**src/rtl/stopwatch_core_if.sv**
```systemverilog
// Control and display bundle for stopwatch_core.
//   master : drives the debounced command levels, tick source select and speed
//            (board logic or a testbench).
//   slave  : the stopwatch engine; returns the live count, the displayed value,
//            the seven-segment pattern and the status indicators.
// Every command input is a level that is already synchronous to the core clock.
interface stopwatch_core_if #(
  parameter int DIGITS  = 4,
  parameter int SPEED_W = 5
);
  // Commands and tick configuration
  logic                 Clk2;
  logic                 ClkSel;
  logic                 Clear;
  logic                 Stop;
  logic                 Up;
  logic                 Down;
  logic                 Lap;
  logic [SPEED_W-1:0]   Speed;

  // Count, display and status
  logic [4*DIGITS-1:0]  Count;
  logic [4*DIGITS-1:0]  Display;
  logic [7*DIGITS-1:0]  Seg;
  logic                 ModeUp;
  logic                 ModeDown;
  logic                 ModeStop;
  logic                 LapActive;
  logic                 Limit;
  logic                 TickLed;

  modport master (
    output Clk2, ClkSel, Clear, Stop, Up, Down, Lap, Speed,
    input  Count, Display, Seg, ModeUp, ModeDown, ModeStop, LapActive, Limit, TickLed
  );

  modport slave (
    input  Clk2, ClkSel, Clear, Stop, Up, Down, Lap, Speed,
    output Count, Display, Seg, ModeUp, ModeDown, ModeStop, LapActive, Limit, TickLed
  );
endinterface

```
**src/rtl/stopwatch_core.sv**
```systemverilog
// stopwatch_core: N-digit BCD up/down stopwatch engine.
//
// Ports
//   Clk    : sole clock, all state changes on its rising edge.
//   Reset  : synchronous, active-high full initialisation.
//   sw     : stopwatch_core_if.slave
//              Clk2/ClkSel  external tick level / tick source select
//              Clear, Stop, Up, Down, Lap  command levels (rising edge = command)
//              Speed        prescaler speed select
//              Count        live BCD count, digit 0 least significant
//              Display      Count, or the value frozen by a lap hold
//              Seg          per-digit seven-segment pattern (bit 0 = a)
//              ModeUp/ModeDown/ModeStop, LapActive, Limit (1-cycle), TickLed
//
// Ticks come from a free-running prescaler ((Speed+1)<<PRESC_SHIFT cycles) or
// from rising edges of Clk2. A tick moves the count only in UP or DOWN, and it
// always acts on the state held before the edge, so a command arriving in the
// same cycle changes the mode but not how that tick is applied.
module stopwatch_core #(
  parameter int DIGITS         = 4,
  parameter int SPEED_W        = 5,
  parameter int PRESC_SHIFT    = 20,
  parameter bit WRAP           = 1'b1,
  parameter bit SEG_ACTIVE_LOW = 1'b1
) (
  input  logic             Clk,
  input  logic             Reset,
  stopwatch_core_if.slave  sw
);

  localparam int CW = 4 * DIGITS;
  localparam int SW = 7 * DIGITS;
  // Wide enough for the largest terminal value ((2^SPEED_W) << PRESC_SHIFT) - 1
  // plus one spare bit so the +1 before the shift cannot overflow.
  localparam int PW = SPEED_W + PRESC_SHIFT + 1;

  localparam logic [CW-1:0] CNT_MAX  = {DIGITS{4'h9}};
  localparam logic [CW-1:0] CNT_ZERO = '0;

  typedef enum logic [1:0] {
    ST_IDLE = 2'd0,
    ST_UP   = 2'd1,
    ST_DOWN = 2'd2,
    ST_STOP = 2'd3
  } state_e;

  // -------------------------------------------------------------------------
  // Registers
  // -------------------------------------------------------------------------
  state_e          state_q,      state_d;
  logic [CW-1:0]   count_q,      count_d;
  logic [CW-1:0]   lap_value_q,  lap_value_d;
  logic            lap_active_q, lap_active_d;
  logic            limit_q,      limit_d;
  logic            tick_led_q,   tick_led_d;
  logic [PW-1:0]   presc_q,      presc_d;

  // One-deep history of each command level for rising-edge detection
  logic            clear_q, stop_q, up_q, down_q, lap_q, clk2_q;

  // -------------------------------------------------------------------------
  // Command edges
  // -------------------------------------------------------------------------
  logic clear_cmd, stop_cmd, up_cmd, down_cmd, lap_cmd, clk2_rise;

  assign clear_cmd = sw.Clear & ~clear_q;
  assign stop_cmd  = sw.Stop  & ~stop_q;
  assign up_cmd    = sw.Up    & ~up_q;
  assign down_cmd  = sw.Down  & ~down_q;
  assign lap_cmd   = sw.Lap   & ~lap_q;
  assign clk2_rise = sw.Clk2  & ~clk2_q;

  // -------------------------------------------------------------------------
  // Tick source
  // -------------------------------------------------------------------------
  logic [PW-1:0] presc_term;
  logic          tick;

  assign presc_term = ((PW'(sw.Speed) + PW'(1)) << PRESC_SHIFT) - PW'(1);

  always_comb begin
    // NOTE: every signal written here gets a default first, so no path can
    // leave it unassigned and infer a latch.
    presc_d = '0;
    tick    = 1'b0;
    if (sw.ClkSel) begin
      tick = clk2_rise;
    end else if (presc_q >= presc_term) begin
      // >= rather than == so lowering Speed mid-period still terminates
      tick = 1'b1;
    end else begin
      presc_d = presc_q + PW'(1);
    end
  end

  // -------------------------------------------------------------------------
  // BCD neighbours of the current count (ripple carry / borrow per digit)
  // -------------------------------------------------------------------------
  logic [CW-1:0] count_inc, count_dec;

  always_comb begin
    logic carry;
    logic borrow;
    count_inc = count_q;
    count_dec = count_q;
    carry     = 1'b1;
    borrow    = 1'b1;
    for (int i = 0; i < DIGITS; i++) begin
      if (carry) begin
        if (count_q[4*i+:4] == 4'd9) begin
          count_inc[4*i+:4] = 4'd0;
        end else begin
          count_inc[4*i+:4] = count_q[4*i+:4] + 4'd1;
          carry             = 1'b0;
        end
      end
      if (borrow) begin
        if (count_q[4*i+:4] == 4'd0) begin
          count_dec[4*i+:4] = 4'd9;
        end else begin
          count_dec[4*i+:4] = count_q[4*i+:4] - 4'd1;
          borrow            = 1'b0;
        end
      end
    end
  end

  // -------------------------------------------------------------------------
  // Next-state logic: tick first (on the old state), then lap, then the
  // state commands, whose priority overrides any state change from the tick.
  // -------------------------------------------------------------------------
  always_comb begin
    state_d      = state_q;
    count_d      = count_q;
    lap_value_d  = lap_value_q;
    lap_active_d = lap_active_q;
    limit_d      = 1'b0;
    tick_led_d   = tick_led_q;

    if (tick && (state_q == ST_UP || state_q == ST_DOWN)) begin
      tick_led_d = ~tick_led_q;
      if (state_q == ST_UP) begin
        if (count_q == CNT_MAX) begin
          limit_d = 1'b1;
          if (WRAP) count_d = CNT_ZERO;
          else      state_d = ST_STOP;
        end else begin
          count_d = count_inc;
        end
      end else begin
        if (count_q == CNT_ZERO) begin
          limit_d = 1'b1;
          if (WRAP) count_d = CNT_MAX;
          else      state_d = ST_STOP;
        end else begin
          count_d = count_dec;
        end
      end
    end

    // Lap latches the pre-tick count, even when a tick lands on the same edge
    if (lap_cmd) begin
      if (!lap_active_q) begin
        lap_active_d = 1'b1;
        lap_value_d  = count_q;
      end else begin
        lap_active_d = 1'b0;
      end
    end

    // A Stop edge wins arbitration even in IDLE/STOP, where it changes nothing
    if (clear_cmd) begin
      state_d      = ST_IDLE;
      count_d      = CNT_ZERO;
      lap_active_d = 1'b0;
    end else if (stop_cmd) begin
      if (state_q == ST_UP || state_q == ST_DOWN) state_d = ST_STOP;
    end else if (up_cmd) begin
      state_d = ST_UP;
    end else if (down_cmd) begin
      state_d = ST_DOWN;
    end
  end

  // -------------------------------------------------------------------------
  // State registers
  // -------------------------------------------------------------------------
  always_ff @(posedge Clk) begin
    // NOTE: sequential state uses non-blocking assignments so every register
    // samples its _d value from before this edge, independent of block order.
    if (Reset) begin
      state_q      <= ST_IDLE;
      count_q      <= '0;
      lap_value_q  <= '0;
      lap_active_q <= 1'b0;
      limit_q      <= 1'b0;
      tick_led_q   <= 1'b0;
      presc_q      <= '0;
      clear_q      <= 1'b0;
      stop_q       <= 1'b0;
      up_q         <= 1'b0;
      down_q       <= 1'b0;
      lap_q        <= 1'b0;
      clk2_q       <= 1'b0;
    end else begin
      state_q      <= state_d;
      count_q      <= count_d;
      lap_value_q  <= lap_value_d;
      lap_active_q <= lap_active_d;
      limit_q      <= limit_d;
      tick_led_q   <= tick_led_d;
      presc_q      <= presc_d;
      clear_q      <= sw.Clear;
      stop_q       <= sw.Stop;
      up_q         <= sw.Up;
      down_q       <= sw.Down;
      lap_q        <= sw.Lap;
      clk2_q       <= sw.Clk2;
    end
  end

  // -------------------------------------------------------------------------
  // Display and segment decode
  // -------------------------------------------------------------------------
  function automatic logic [6:0] seg_decode(input logic [3:0] digit);
    logic [6:0] seg;
    case (digit)        //  gfedcba
      4'd0:    seg = 7'b0111111;
      4'd1:    seg = 7'b0000110;
      4'd2:    seg = 7'b1011011;
      4'd3:    seg = 7'b1001111;
      4'd4:    seg = 7'b1100110;
      4'd5:    seg = 7'b1101101;
      4'd6:    seg = 7'b1111101;
      4'd7:    seg = 7'b0000111;
      4'd8:    seg = 7'b1111111;
      4'd9:    seg = 7'b1101111;
      default: seg = 7'b0000000;
    endcase
    return seg;
  endfunction

  logic [CW-1:0] display;
  logic [SW-1:0] seg;

  assign display = lap_active_q ? lap_value_q : count_q;

  always_comb begin
    seg = '0;
    for (int i = 0; i < DIGITS; i++) begin
      seg[7*i+:7] = seg_decode(display[4*i+:4]) ^ {7{SEG_ACTIVE_LOW}};
    end
  end

  assign sw.Count     = count_q;
  assign sw.Display   = display;
  assign sw.Seg       = seg;
  assign sw.ModeUp    = (state_q == ST_UP);
  assign sw.ModeDown  = (state_q == ST_DOWN);
  assign sw.ModeStop  = (state_q == ST_STOP);
  assign sw.LapActive = lap_active_q;
  assign sw.Limit     = limit_q;
  assign sw.TickLed   = tick_led_q;

endmodule
```
**src/flat_wrapper.sv**
```systemverilog
// flat-port wrapper written by rule: the top's interface ports become plain ports
module stopwatch_core_flat 
#(
  parameter int DIGITS         = 4,
  parameter int SPEED_W        = 5,
  parameter int PRESC_SHIFT    = 20,
  parameter bit WRAP           = 1'b1,
  parameter bit SEG_ACTIVE_LOW = 1'b1
)
  (Clk, Reset, sw_Clk2, sw_ClkSel, sw_Clear, sw_Stop, sw_Up, sw_Down, sw_Lap, sw_Speed, sw_Count, sw_Display, sw_Seg, sw_ModeUp, sw_ModeDown, sw_ModeStop, sw_LapActive, sw_Limit, sw_TickLed);
  stopwatch_core_if #(.DIGITS(DIGITS), .SPEED_W(SPEED_W)) sw_i ();
  input  logic Clk;
  input  logic Reset;
  input wire logic [$bits(sw_i.Clk2)-1:0] sw_Clk2;
  input wire logic [$bits(sw_i.ClkSel)-1:0] sw_ClkSel;
  input wire logic [$bits(sw_i.Clear)-1:0] sw_Clear;
  input wire logic [$bits(sw_i.Stop)-1:0] sw_Stop;
  input wire logic [$bits(sw_i.Up)-1:0] sw_Up;
  input wire logic [$bits(sw_i.Down)-1:0] sw_Down;
  input wire logic [$bits(sw_i.Lap)-1:0] sw_Lap;
  input wire logic [$bits(sw_i.Speed)-1:0] sw_Speed;
  output wire logic [$bits(sw_i.Count)-1:0] sw_Count;
  output wire logic [$bits(sw_i.Display)-1:0] sw_Display;
  output wire logic [$bits(sw_i.Seg)-1:0] sw_Seg;
  output wire logic [$bits(sw_i.ModeUp)-1:0] sw_ModeUp;
  output wire logic [$bits(sw_i.ModeDown)-1:0] sw_ModeDown;
  output wire logic [$bits(sw_i.ModeStop)-1:0] sw_ModeStop;
  output wire logic [$bits(sw_i.LapActive)-1:0] sw_LapActive;
  output wire logic [$bits(sw_i.Limit)-1:0] sw_Limit;
  output wire logic [$bits(sw_i.TickLed)-1:0] sw_TickLed;
  assign sw_i.Clk2 = sw_Clk2;
  assign sw_i.ClkSel = sw_ClkSel;
  assign sw_i.Clear = sw_Clear;
  assign sw_i.Stop = sw_Stop;
  assign sw_i.Up = sw_Up;
  assign sw_i.Down = sw_Down;
  assign sw_i.Lap = sw_Lap;
  assign sw_i.Speed = sw_Speed;
  assign sw_Count = sw_i.Count;
  assign sw_Display = sw_i.Display;
  assign sw_Seg = sw_i.Seg;
  assign sw_ModeUp = sw_i.ModeUp;
  assign sw_ModeDown = sw_i.ModeDown;
  assign sw_ModeStop = sw_i.ModeStop;
  assign sw_LapActive = sw_i.LapActive;
  assign sw_Limit = sw_i.Limit;
  assign sw_TickLed = sw_i.TickLed;
  stopwatch_core #(.DIGITS(DIGITS), .SPEED_W(SPEED_W), .PRESC_SHIFT(PRESC_SHIFT), .WRAP(WRAP), .SEG_ACTIVE_LOW(SEG_ACTIVE_LOW)) u_core (.Clk(Clk), .Reset(Reset), .sw(sw_i));
endmodule
```
**config.mk**
```make
export PLATFORM = sky130hd
export DESIGN_NAME = stopwatch_core_flat
export DESIGN_NICKNAME = d
export VERILOG_FILES = /design/src/rtl/stopwatch_core_if.sv /design/src/rtl/stopwatch_core.sv /design/src/flat_wrapper.sv
export SDC_FILE = /design/constraint.sdc
export NUM_CORES = 1
export LEC_CHECK = 0
export BUFFER_PORTS_ARGS = -buffer_cell sky130_fd_sc_hd__buf_2
export CORE_MARGIN = 2
export CORE_UTILIZATION = 49
export DETAILED_ROUTE_END_ITERATION = 7
export HOLD_SLACK_MARGIN = 0.08
export PLACE_DENSITY = 0.71
export SLEW_MARGIN = 20
export SYNTH_ARGS = -nofsm -noshare
export SYNTH_HDL_FRONTEND = slang
export SYNTH_SLANG_ARGS = --single-unit
```
**constraint.sdc**
```tcl
create_clock -name Clk -period 6.8 [get_ports Clk]
set_input_delay 0 -clock Clk [delete_from_list [all_inputs] [get_ports Clk]]
set_output_delay 0 -clock Clk [all_outputs]
set_load 0.1 [all_outputs]
```
==> metrics.md, run 1 <==
| Metric | Value |
|---|---|
| DR vias | 4387 |
| Routability Congestion | 0.850 |
| DP Wirelength | 7.77 mm |
| Worst flop-to-flop path endpoint | u_core.presc_q[16]$_SDFF_PP0_ |
| Clock Latency Late Sink | 0.35 ns |
| TritonCTS clock tree | done |
| Reg2reg start | u_core.presc_q[25]$_SDFF_PP0_ |
| Syn Inst Count | 595 |
| Slew Limit Fails | 0 |
| Minimum clock period after layout | 3.12 ns |
| Synth Flop Type | dfxtp_1 |
| Min-delay worst type | input port to flip-flop |
| #FFs+latches synth | 69 |
| Max Fclk | 320 MHz |
| Antenna violations before repair | 0 |
| Reg2reg path depth | 6 |
| Critical path origin | u_core.sw.LapActive$_SDFFE_PP0P_ |
| Cell Area, Synth | 0.00466 mm2 |
| # setup viols final | 0 |
| Yosys top cell area share | 29.6% |
| Final hold viol count | 0 |
| Placed cell count | 771 |
| MaxCap Viol Count | 0 |
| Crit path buf inv count | 2 |
| Final ANT Viol Nets | 0 |
| LEAKAGE | 2.28 nW |
| Slowest CP cell | dfxtp_1 |
| Routed WL | 10.8 mm |
| Io pins | 80 |
| Fin nets | 704 |
| Post-CTS setup buffers | 0 |
| Worst Setup EP | sw_Seg[21] |
| Setup WS post-layout | 3.68 ns |
| Diode count | 0 |
| CP startpoint kind | flip-flop |
| Post-synth EDFFs | 0 |
| Wire length of the first global-routing pass | 17.8 mm |
| Avg WL per Cell | 13.6 um |
| Synthesis Warnings | 0 |
| Initial Utilization | 50.5% |
| Synthesis-to-layout area growth | 15.3% |
| Die Width | 102 um |
| Final TNS setup | 0 ns |
| Worst path arrival time | 3.12 ns |
| Placed Area | 0.00504 mm2 |
| Synth unique cells | 62 |
| Avg Cell Area, Syn | 7.84 um2 |
| Die extent in y | 102 um |
| Final Cycle Share | 45.9% |
| Worst hold stages | 2 |
| I/O Buffers | 79 |
| Pre-Repair DR Iteration Count | 6 |
| Die area | 0.0103 mm2 |
| Largest cells by area after synthesis | dfxtp_1, ha_1, a21oi_1, nand2_1, xnor2_1 |
| Largest delay share family, worst path | flip-flops |
| R2r setup slk | 4.44 ns |
| Clock slew at reported path FFs | 0.08 ns |
| RSZ-0062 raised after global routing | no |
| Outcome | completed |
| 1st-iter DRT viols | 248 |
| Hold Slack | 0.106 ns |
| Vias in the first global route | 4014 |
| Maximum VDD drop | 0.145 mV |
| H-tree levels | 3 |
| Rows | 35 |
| Clk sink count | 69 |
| Seq/Total Area, Yosys | 29.6% |
| CP required | 6.80 ns |
| Kind of critical path | flip-flop to output pin |
| Hold buffers post-CTS | 6 |
| Share of cells above drive strength 1 | 18.7% |
| Core box area | 0.00924 mm2 |
| Crit path cell chain | mux2i_1 > clkinv_1 > nor3_1 > a21oi_1 > buf_2 |
| Post-route cell area | 0.00538 mm2 |
| Clk buf depth | 2 |
| Finished Core Util | 58.2% |
| Crit-path max FO | 22 |
| FFs w/ async S/R, synth | 0% |
| Place WS | 3.79 ns |
| Max incr delay on CP | 0.96 ns |
| Worst setup EP type | output pin |
| Clk root buf | clkbuf_8 |
| Cell count along the critical path | 5 |
| Worst Skew | 0.0113 ns |
| Largest net degree at the start of global routing | 34 |
| Non-Filler Instances | 793 |
| DRC | 0 |
| Cell accounting for the most synthesized area | dfxtp_1 |
| Total CTS buffers | 9 |
| Headroom to the max-slew limit | 30.6% |
| Mapped Nets | 640 |
| Slew @ Worst Pin | 1.04 ns |
| Total power after layout | 1.09 mW |
| Grt ovf | 0 |
| Post-CTS sizing | 0 |
| Global Route Usage Sum | 21.0% |
| Vias per inst | 5.53 |
| P per Cell Area | 203 mW/mm2 |
==> metal layers <==
metal	track usage (%)	up-vias	part of all wire (%)
met5	0	-	0
met4	6.65	0	1.4
met3	3.59	16	4.9
met2	38.3	113	50
met1	24.9	2044	43
li1	-	2214	-
==> sequential cells by signal, indices dropped and copies added (netlist names), 2 cells and up <==
signal / count
u_core.lap_value_q: 16
u_core.presc_q: 26
u_core.state_q: 2
u_core.sw.Count: 16
==> synthesized netlist by cell type, types with 5 or more instances <==
cell type / instances
mux2i_1: 19
clkbuf_1: 21
a31oi_1: 8
nand3_1: 19
nand2_1: 69
nor2b_1: 11
ha_1: 31
xnor2_1: 28
dfxtp_1: 69
nand4_1: 8
mux2_2: 5
a21oi_1: 65
nor4_1: 8
nand2b_1: 7
inv_1: 31
o21ai_0: 17
xor2_1: 7
clkbuf_8: 5
nor2_1: 64
nor3_1: 17
==> placed cells by master, fill, tap and decap left out, types with 4 or more instances in the layout <==
cell type,Yosys,routed
buf_2,4,79
nand2_1,69,69
dfxtp_1,69,69
a21oi_1,65,65
nor2_1,64,64
inv_1,31,31
ha_1,31,31
xnor2_1,28,28
mux2i_1,19,19
nand3_1,19,19
o21ai_0,17,17
nor3_1,17,17
nor2b_1,11,11
clkbuf_8,5,10
a31oi_1,8,8
nand4_1,8,8
nor4_1,8,8
xor2_1,7,7
nand2b_1,7,7
dlygate4sd3_1,0,6
mux2_2,5,5
o21a_1,4,4
o22ai_1,4,4
or4_1,4,4
o31ai_1,4,4
bufinv_16,0,4
==> layout make-up <==
type | instances | area (um2)
Clock inverter | 6 | 134
Inverter | 32 | 120
Tap cell | 129 | 161
Sequential cell | 69 | 1380
Timing Repair Buffer | 87 | 470
Fill cell | 853 | 3860
Multi-Input combinational cell | 460 | 2970
Clock buffer | 10 | 138
==> cell families (layout without fill, tap and decap cells) <==
| logic type | Yosys count | after routing | synth area share, % |
|---|---|---|---|
| and+or+nand+nor | 237 | 237 | 25.8 |
| AOI/OAI and AO/OA | 133 | 133 | 17.8 |
| DFF | 69 | 69 | 29.6 |
| buffers and inverters | 66 | 135 | 6.65 |
| xor gates and xnor gates | 35 | 35 | 6.57 |
| adders and majority gates | 31 | 31 | 8.32 |
| muxes | 24 | 24 | 5.29 |
==> worst min-delay path by stage <==
| stage | start | end |
|---|---|---|
| global route | Reset | u_core.lap_q$_SDFF_PP0_ |
| global placement | sw_Stop | u_core.stop_q$_SDFF_PP0_ |
| detailed placement | sw_Stop | u_core.stop_q$_SDFF_PP0_ |
| finish | Reset | u_core.lap_q$_SDFF_PP0_ |
| CTS | Reset | u_core.lap_q$_SDFF_PP0_ |
| floorplan | sw_Clear | u_core.clear_q$_SDFF_PP0_ |
==> where the power goes <==
part	switching [mW]	leakage (nW)	internal (mW)	total, mW
clock network	0.161	0.136	0.291	0.451
logic	0.166	1.59	0.0508	0.217
registers	0.0109	0.558	0.410	0.421
(Power assumes the default switching activity.)
==> run 2, diff against run 1 <==
--- a/config.mk
+++ b/config.mk
@@ -5,6 +5,7 @@
 export SDC_FILE = /design/constraint.sdc
 export NUM_CORES = 1
 export LEC_CHECK = 0
+export ABC_AREA = 1
 export BUFFER_PORTS_ARGS = -buffer_cell sky130_fd_sc_hd__buf_2
 export CORE_MARGIN = 2
 export CORE_UTILIZATION = 49
==> constraint.sdc (replaced) <==
create_clock -name Clk -period 3.2 [get_ports Clk]
set_input_delay 0 -clock Clk [delete_from_list [all_inputs] [get_ports Clk]]
set_output_delay 0 -clock Clk [all_outputs]
set_load 0.1 [all_outputs]
==> metrics.md, run 2 <==
| Metric | Value |
|---|---|
| Outcome | completed |
| Headroom to the max-slew limit | 40.3% (+9.7 points) |
| Final ANT Viol Nets | 0 (unchanged) |
| Final hold viol count | 0 (unchanged) |
| Max incr delay on CP | 0.76 ns (-0.20 ns) |
| Kind of critical path | flip-flop to output pin |
| Vias per inst | 5.04 (-8.9%) |
| Seq/Total Area, Yosys | 29.8% (+0.17 points) |
| DP Wirelength | 7.92 mm (+2.0%) |
| Antenna violations before repair | 0 (unchanged) |
| Place WS | 0.594 ns (-3.20 ns) |
| Min-delay worst type | input port to flip-flop |
| Mapped Nets | 718 (+12%) |
| CP required | 3.20 ns (-3.60 ns) |
| Vias in the first global route | 4111 (+2.4%) |
| Avg WL per Cell | 11.8 um (-13%) |
| Clk sink count | 69 (unchanged) |
| Pre-Repair DR Iteration Count | 4 (-2) |
| Commonest non-fill, non-tap cell in the layout | nand2_1 |
| Share of cells above drive strength 1 | 23.4% (+4.7 points) |
| Largest cells by area after synthesis | dfxtp_1, nand2_1, ha_1, inv_1, o21ai_0 |
| Maximum VDD drop | 0.259 mV (+79%) |
| #FFs+latches synth | 69 (unchanged) |
| Max Fclk | 352 MHz |
| CP startpoint kind | flip-flop |
| Rows | 35 (unchanged) |
| Yosys top cell area share | 29.8% (+0.17 points) |
| MaxCap Viol Count | 0 (unchanged) |
| Biggest register | u_core.presc_q |
| Setup WS post-layout | 0.356 ns (-3.32 ns) |
| Crit path cell chain | nand2_1 > o21ai_1 > clkinvlp_4 > ha_1 > o21ai_0 > o21ai_4 > buf_2 |
| Clk root buf | clkbuf_8 |
| Synthesis Warnings | 0 (unchanged) |
| Post-synth EDFFs | 0 (unchanged) |
| TritonCTS clock tree | done |
| Diode count | 0 (unchanged) |
| Io pins | 80 (unchanged) |
| Worst Skew | 0.00918 ns (-0.00209 ns) |
| Worst setup EP type | output pin |
| Final Cycle Share | 88.9% |
| Minimum clock period after layout | 2.84 ns |
| Die extent in y | 101 um (-0.27%) |
| R2r setup slk | 1.26 ns (-3.18 ns) |
| Clock slew at reported path FFs | 0.08 ns (about the same) |
| Post-CTS setup buffers | 0 (unchanged) |
| Routed WL | 10.4 mm (-2.9%) |
| Die area | 0.0103 mm2 (-0.54%) |
| Grt ovf | 0 (unchanged) |
| Avg Cell Area, Syn | 6.89 um2 (-12%) |
| Synth Flop Type | dfxtp_1 |
| Synth unique cells | 42 (-32%) |
| Final TNS setup | 0 ns (unchanged) |
| Routability Congestion | 0.875 (+2.9%) |
| RSZ-0062 raised after global routing | no |
| Reg2reg path depth | 3 (-3) |
| Clk buf depth | 2 (unchanged) |
| Post-route cell area | 0.00571 mm2 (+6.1%) |
| Max reg flops | 26 (unchanged) |
| Slew Limit Fails | 0 (unchanged) |
| I/O Buffers | 79 (unchanged) |
| LEAKAGE | 2.81 nW (+23%) |
| 1st-iter DRT viols | 190 (-23%) |
| Slew @ Worst Pin | 0.895 ns (-0.146 ns) |
| FFs w/ async S/R, synth | 0% (unchanged) |
| DRC | 0 (unchanged) |
| Total CTS buffers | 9 (unchanged) |
| Cell accounting for the most synthesized area | dfxtp_1 |
| Top post-synthesis cells by count | nand2_1, inv_1, nor2_1 |
| Clock Latency Late Sink | 0.35 ns (about the same) |
| Slowest CP cell | dfxtp_2 |
| Highest-count cells in the layout ignoring fill and taps | nand2_1, inv_1, nor2_1 |
| Cell Area, Synth | 0.00464 mm2 (-0.56%) |
| Worst path arrival time | 2.84 ns (-0.28 ns) |
| Most numerous cell in the Yosys netlist | nand2_1 |
| Die Width | 101 um (-0.27%) |
| P per Cell Area | 525 mW/mm2 (+160%) |
| Global Route Usage Sum | 21.1% (+0.15 points) |
| Worst hold stages | 5 (+3) |
| DR vias | 4442 (+1.3%) |
| Placed Area | 0.00535 mm2 (+6.1%) |
| Fin nets | 810 (+15%) |
| Largest net degree at the start of global routing | 36 (+5.9%) |
| # setup viols final | 0 (unchanged) |
| Synthesis-to-layout area growth | 23.0% |
| Syn Inst Count | 673 (+13%) |
| Crit-path max FO | 35 (+59%) |
| Initial Utilization | 50.4% (about the same) |
| Core box area | 0.00920 mm2 (-0.47%) |
| H-tree levels | 3 (unchanged) |
| Wire length of the first global-routing pass | 17.8 mm (unchanged) |
## run 2: repair_timing
item / CTS / global route
gates resized for setup: 0 / 0
hold endpoints to repair: 10 / 0
setup endpoints to repair: 0 / 0
hold buffers: 13 / 0
## run 2: cell families (layout without fill, tap and decap cells)
| logic type | after synthesis | count (layout) | share of synthesized area [%] |
|---|---|---|---|
| AOI/OAI and AO/OA | 148 | 148 | 17.6 |
| buffers and inverters | 118 | 215 | 10.4 |
| and+or+nand+nor | 286 | 286 | 29.9 |
| adders and majority gates | 31 | 31 | 8.36 |
| DFF | 69 | 69 | 29.8 |
| xor gates and xnor gates | 21 | 21 | 3.97 |
## run 2: stage by stage
step	cells	power (mW)	util [%]	hold slack, ns
CTS	881	3.01	62.0	0.260
detailed placement	852	2.20	58.2	0.223
floorplan	673	2.04	-	0.120
global placement	852	2.18	58.2	0.218
finish	881	2.99	62.0	0.266
global route	881	3.13	62.0	0.274
## run 2: layout make-up
type,count,area (um2)
Clock buffer,10,138
Clock inverter,6,86.3
Fill cell,832,3490
Inverter,104,394
Multi-Input combinational cell,486,3010
Sequential cell,69,1390
Tap cell,111,139
Timing Repair Buffer,95,548
## run 2: report_power, final
group / switching (mW) / internal [mW] / total (mW)
Clock: 0.344 / 0.458 / 0.802
Combinational: 1.02 / 0.251 / 1.27
Sequential: 0.0322 / 0.891 / 0.924
Total: 1.39 / 1.60 / 2.99
## run 2: worst max-delay path, delay by kind of cell, from the launching register on
| family | cells | cell delay, ns |
|---|---|---|
| AO/OA/AOI/OAI | 3 | 0.84 |
| adder cells (fa/ha/maj) | 1 | 0.23 |
| buffers and inverters | 2 | 0.55 |
| flip-flops | 1 | 0.76 |
| AND/OR/NAND/NOR | 1 | 0.10 |
## run 2: layer usage
| layer | part of all wire (%) | GRT usage, % | vias up |
|---|---|---|---|
| li1 | - | - | 2335 |
| met1 | 45 | 25.3 | 2022 |
| met2 | 49 | 38.6 | 74 |
| met3 | 4.1 | 4.07 | 11 |
| met4 | 1.1 | 5.51 | 0 |
| met5 | 0 | 0 | - |
## run 2: worst paths after layout
path	from	end
max reg2reg	u_core.sw.LapActive$_SDFFE_PP0P_	u_core.lap_value_q[14]$_SDFFE_PP0P_
min	sw_ClkSel	u_core.sw.Limit$_SDFF_PP0_
min reg2reg	u_core.lap_value_q[1]$_SDFFE_PP0P_	u_core.lap_value_q[1]$_SDFFE_PP0P_
max	u_core.sw.LapActive$_SDFFE_PP0P_	sw_Seg[6]
